==> src/rtl/rca_4bit.sv <==
// Ripple-carry adder with a one-cycle registered result stage.
// The carry chain is a string of explicit full-adder cells, with no lookahead.

module rca_fa (
  input  logic a,
  input  logic b,
  input  logic ci,
  output logic s,
  output logic co
);

  logic p;

  assign p  = a ^ b;
  assign s  = p ^ ci;
  assign co = (a & b) | (ci & p);

endmodule

module rca_4bit #(
  parameter int WIDTH = 4
) (
  input  logic             clk,
  input  logic             rst,
  input  logic             in_valid,
  input  logic [WIDTH-1:0] A,
  input  logic [WIDTH-1:0] B,
  input  logic             Cin,
  output logic [WIDTH-1:0] Sum,
  output logic             Cout,
  output logic             Ovf,
  output logic             out_valid
);

  logic [WIDTH:0]   carry;
  logic [WIDTH-1:0] sum_next;
  logic             cout_next;
  logic             ovf_next;

  logic [WIDTH-1:0] sum_reg;
  logic             cout_reg;
  logic             ovf_reg;
  logic             valid_reg;

  assign carry[0] = Cin;

  generate
    for (genvar gi = 0; gi < WIDTH; gi++) begin : g_bit
      rca_fa u_fa (
        .a  (A[gi]),
        .b  (B[gi]),
        .ci (carry[gi]),
        .s  (sum_next[gi]),
        .co (carry[gi+1])
      );
    end
  endgenerate

  // Signed overflow: carry into the sign bit disagrees with carry out of it.
  assign cout_next = carry[WIDTH];
  assign ovf_next  = carry[WIDTH-1] ^ carry[WIDTH];

  // Result registers hold their value when in_valid is low; only the
  // valid flag drops, so downstream logic can still peek at the last sum.
  always_ff @(posedge clk) begin
    if (rst) begin
      sum_reg   <= '0;
      cout_reg  <= 1'b0;
      ovf_reg   <= 1'b0;
      valid_reg <= 1'b0;
    end else begin
      valid_reg <= in_valid;
      if (in_valid) begin
        sum_reg  <= sum_next;
        cout_reg <= cout_next;
        ovf_reg  <= ovf_next;
      end
    end
  end

  assign Sum       = sum_reg;
  assign Cout      = cout_reg;
  assign Ovf       = ovf_reg;
  assign out_valid = valid_reg;

endmodule

==> config.mk <==
export PLATFORM = sky130hd
export DESIGN_NAME = rca_4bit
export DESIGN_NICKNAME = d
export VERILOG_FILES = /design/src/rtl/rca_4bit.sv
export SDC_FILE = /design/constraint.sdc
export NUM_CORES = 1
export LEC_CHECK = 0
export CAP_MARGIN = 15
export CORE_AREA = 2 2 39 41
export DETAILED_ROUTE_END_ITERATION = 10
export DIE_AREA = 0 0 41 43
export PLACE_DENSITY = 0.61
export SETUP_SLACK_MARGIN = 0.1
export SLEW_MARGIN = 5
export SYNTH_ARGS = -nofsm -noshare
export SYNTH_HDL_FRONTEND = slang
export SYNTH_SLANG_ARGS = --single-unit
==> constraint.sdc <==
create_clock -name clk -period 2.15 [get_ports clk]
set_clock_uncertainty 0.15 [all_clocks]
set_input_delay 0.215 -clock clk [delete_from_list [all_inputs] [get_ports clk]]
set_output_delay 0.215 -clock clk [all_outputs]
set_load 0.005 [all_outputs]
== Yosys cells after proc, flatten, opt, wreduce, memory -nomap -nowiden ==
Cells that the tools add are included.
Cells by class
  bitwise gates (word level): 21
Operator list (count)
  $xor A1 B1 Y1: 9
  $and A1 B1 Y1: 8
  $or A1 B1 Y1: 4
Storage, ports and cells
  register bits after elaboration: 7
  input port bits: 12
  output and inout port bits: 7
  word-level logic and storage cells: 25

== Longest topological paths before layout ==
  depth after elaboration: 10
  gate-level depth with buffers: 9

== By module ==
A second synthesis with hierarchy kept.
Second synthesis, totals
  cells, all modules: 26
  area, all modules: 331.6 um2
Modules (own cells, without submodules)
  rca_4bit: times used 1, cells an instance 22, area each 251.5 um2
  rca_fa: times used 4, cells an instance 1, area each 20.0 um2

== Least setup slack after synthesis ==
No wires, ideal clock.
  path kind: input to register
  start point: in A[0]
  end point: reg sum_reg[3] (netlist: Sum[3])
  data arrival time: 1927 ps
  path slack: -13 ps
  cell stages on the path: 8
  buffers on the path: 0
  cells stage by stage: fa_1 > inv_1 > fa_1 > inv_1 > fa_1 > inv_1 > fa_1 > a211oi_1
Between the ends
  cells in the longest elaborated chain, start to end: 8
RTL lines
  start, declared: RTL line 26  | input logic [WIDTH-1:0] A,
  $xor A1 B1 Y1: RTL line 14  | assign p = a ^ b;
  $and A1 B1 Y1: RTL line 16  | assign co = (a & b) | (ci & p);
  $or A1 B1 Y1 *: RTL line 16
  $and A1 B1 Y1 *: RTL line 16
  $or A1 B1 Y1 *: RTL line 16
  $and A1 B1 Y1 *: RTL line 16
  $or A1 B1 Y1 *: RTL line 16
  $xor A1 B1 Y1 *: RTL line 15  | assign s = p ^ ci;
  end signal, assigned: RTL line 74  | sum_reg <= sum_next;
  end, declared: RTL line 40  | logic [WIDTH-1:0] sum_reg;
Mark *: on every way between the ends. The rest lies on a longest branch, timed or not.
A chain may end at the register's enable or synchronous reset.

== Worst setup path in the final report ==
  start point: in A[0]
  end point: reg ovf_reg (netlist: Ovf)
Between the ends
  cells in the longest elaborated chain, start to end: 10
RTL lines
  $xor A1 B1 Y1: RTL line 14
  $and A1 B1 Y1: RTL line 16
  $or A1 B1 Y1 *: RTL line 16
  $and A1 B1 Y1 *: RTL line 16
  $or A1 B1 Y1 *: RTL line 16
  $and A1 B1 Y1 *: RTL line 16
  $or A1 B1 Y1 *: RTL line 16
  $and A1 B1 Y1: RTL line 16
  $or A1 B1 Y1: RTL line 16
  $xor A1 B1 Y1 *: RTL line 61  | assign ovf_next = carry[WIDTH-1] ^ carry[WIDTH];
  end signal, assigned: RTL line 76  | ovf_reg <= ovf_next;
  end, declared: RTL line 42  | logic ovf_reg;
Marked as above.

==> impl_metrics.env <==
export IMPL_clkLatencyLatePin_ns=0.24
export IMPL_min_path_cells=4
export IMPL_root_buffer="clkbuf_4"
export IMPL_final_common_cell="clkdlybuf4s50_1"
export IMPL_path_cells="buf_2 > fa_2 > inv_2 > fa_2 > inv_2 > fa_2 > buf_4 > buf_4 > buf_4 > xnor2_2 > a21o_1"
export IMPL_grt_max_degree=11
export IMPL_synth_seq_cells=7
export IMPL_drv_cap=0
export IMPL_pwr_share_clk=0.312
export IMPL_row_count=14
export IMPL_drive_above_1_share=0.4035
export IMPL_max_slew_worst_pin_slew_ns=0.4197
export IMPL_r2r_slack_ns=1.31
export IMPL_ys_types=12
export IMPL_hold_start="Cin"
export IMPL_area_growth_syn_to_layout_pct=68.17
export IMPL_die_y_um=43
export IMPL_peakVddDrop_mv=0.1993
export IMPL_status="finished clean"
export IMPL_ios=19
export IMPL_worstPathArrival_ns=1.98
export IMPL_seqPwrFrac=0.402
export IMPL_path_class="in2reg"
export IMPL_cts_buffers=3
export IMPL_required_ns=2.14
export IMPL_r2r_end="Ovf"
export IMPL_initial_core_util=0.2613
export IMPL_drc=0
export IMPL_cts_tree="built"
export IMPL_hpwlAfterDp_um=566.6
export IMPL_overflow=0
export IMPL_clk_path_buf_depth=2
export IMPL_htreeDepth=1
export IMPL_final_cell_mix="clkdlybuf4s50_1 (13), dfxtp_1 (7), inv_2 (5)"
export IMPL_setup_violations=0
export IMPL_rsz0062_at_grt="true"
export IMPL_dieArea_um2=1763
export IMPL_drt_wl_total_um=689
export IMPL_nNetsFinal=74
export IMPL_hold_class="in2reg"
export IMPL_first_pass_iters=4
export IMPL_hold_viol=0
export IMPL_grt_most_used_layer="met2"
export IMPL_syn_inst=33
export IMPL_seq_area_frac_synth=0.3875
export IMPL_min_to="Sum[0]"
export IMPL_critical_path_max_fanout=2
export IMPL_avgSynthCellArea_um2=10.96
export IMPL_cp_top_family="adder cells"
export IMPL_syn_nets=49
export IMPL_wire_per_inst_um=9.438
export IMPL_rr_worst_depth=2
export IMPL_grt_pass1_vias=282
export IMPL_critPathBufInv=6
export IMPL_cts_sinks=7
export IMPL_relSlewSlack=0.7193
export IMPL_multi_input_area_um2=206.4
export IMPL_fp_dieW_um=41
export IMPL_swShare=0.2440
export IMPL_endpoint_kind="register"
export IMPL_antenna_found_initial=0
export IMPL_antenna_cells=0
export IMPL_gr_usage_met2=0.1563
export IMPL_tns_ns=0
export IMPL_slowest_stage="fa_2"
export IMPL_drt_iter0_markers=8
export IMPL_period_needed_ns=1.996
export IMPL_drv_slew=0
export IMPL_utilization=0.4394
export IMPL_cts_hold_buf=0
export IMPL_vias=309
export IMPL_r2r_start="Ovf"
export IMPL_power_density_nw_per_um2=605.6
export IMPL_core_area_um2=1384
export IMPL_clkTransAtPathRegs_ns=0.05
export IMPL_grt_pass1_wl_mm=1.145
export IMPL_grt_met3_usage=0.03141
export IMPL_ys_warn_count=0
export IMPL_gp_congestion=0.6724
export IMPL_portBuffers=18
export IMPL_p_int_mw=0.2784
export IMPL_critical_path_max_stage_delay_ns=0.37
export IMPL_gr_usage_met1=0.1115
export IMPL_combPwrFrac=0.286
export IMPL_synth_area_um2=361.6
export IMPL_netSwitchingPower_mw=0.08985
export IMPL_startpoint_type="primary input"
export IMPL_viasPerCell=4.233
export IMPL_seqCellArea_um2=140.1
export IMPL_drtAntennaViolNets=0
export IMPL_fill_cells=149
export IMPL_track_usage=0.1000
export IMPL_power_static_leakage_nw=0.2754
export IMPL_fmax_mhz=501.1
export IMPL_fin_crit_sh=0.9283
[flip-flops by register name, indices dropped and copies added, names as in the netlist]
signal	count
out_valid	1
Ovf	1
Sum	4
Cout	1
[synth_stat cells]
cell type | count | area share
dfxtp_1 | 7 | 0.39
inv_1 | 7 | 0.073
fa_1 | 4 | 0.22
a211oi_1 | 3 | 0.062
nor2_1 | 3 | 0.031
mux2i_1 | 2 | 0.055
nor2_2 | 2 | 0.035
a21o_1 | 1 | 0.021
buf_6 | 1 | 0.031
nor2b_4 | 1 | 0.038
nor3b_1 | 1 | 0.021
xnor2_1 | 1 | 0.024
[worst max path at each step]
stage,to,from,cells past startpoint,slack (ns)
finish,Ovf,A[0],11,0.15
CTS,Sum[3],B[0],9,0.08
global placement,Ovf,A[0],10,-0.42
detailed placement,Sum[3],A[0],9,-0.45
global route,Ovf,A[0],11,0.09
floorplan,Sum[3],A[0],8,0.07
[through the flow]
| step | hold WS (ns) | power, mW | instance area, um^2 | setup slack, ns | instances |
|---|---|---|---|---|---|
| final | 0.2697 | 0.3683 | 608.1 | 0.1542 | 73 |
| after global routing | 0.3337 | 0.3958 | 608.1 | 0.08675 | 73 |
| after CTS | 0.2871 | 0.3676 | 595.6 | 0.07646 | 72 |
| after detailed placement | 0.3258 | 0.2465 | 560.5 | -0.4509 | 67 |
| after global placement | 0.3199 | 0.2429 | 560.5 | -0.4240 | 67 |
| after floorplan | 0.1332 | 0.1908 | 364.1 | 0.07483 | 33 |
[power by group through the flow]
stage / sequential, mW / combinational (mW) / clock [mW]
final: 0.148 / 0.105 / 0.115
after global routing: 0.149 / 0.119 / 0.127
after CTS: 0.148 / 0.100 / 0.119
after detailed placement: 0.151 / 0.0957 / 0
after global placement: 0.150 / 0.0926 / 0
after floorplan: 0.152 / 0.0392 / 0
[final cells by class]
cell class / instances / share of cell area
well taps: 16 / 0.03292
inverters: 7 / 0.04321
clock buffers: 4 / 0.04321
repair buffers: 21 / 0.3107
multi-input cells: 18 / 0.3395
flip-flops and latches: 7 / 0.2305
[kinds of logic (layout without fill, tap and decap cells)]
family / Yosys count / in the layout / share of synthesized area
simple gates: 7 / 7 / 0.1246
flops: 7 / 7 / 0.3875
compound gates: 4 / 4 / 0.08305
xor+xnor: 1 / 1 / 0.02423
buf+inv: 8 / 32 / 0.1038
fa+ha+maj: 4 / 4 / 0.2215
mux: 2 / 2 / 0.05537
[repair_timing]
item / in CTS / in global routing
buffers inserted: 1 / 1
gates resized for setup: 18 / 4
endpoints found under the setup margin: 3 / 2
pin swaps: 6 / 7
[worst register-to-register path: cells and delay by family (launching register included)]
family | cells | cell delay (ns)
and+or+nand+nor | 1 | 0.13
DFF | 1 | 0.30
AOI/OAI and AO/OA | 1 | 0.16
[metal layers]
metal | wire [um] | share of wire | vias to the layer above
met4 | 15 | 0.022 | 0
met5 | 0 | 0 | -
met2 | 392 | 0.57 | 16
met1 | 248 | 0.36 | 141
met3 | 32 | 0.046 | 2
li1 | - | - | 150
Power figures use the tool's default switching activity.
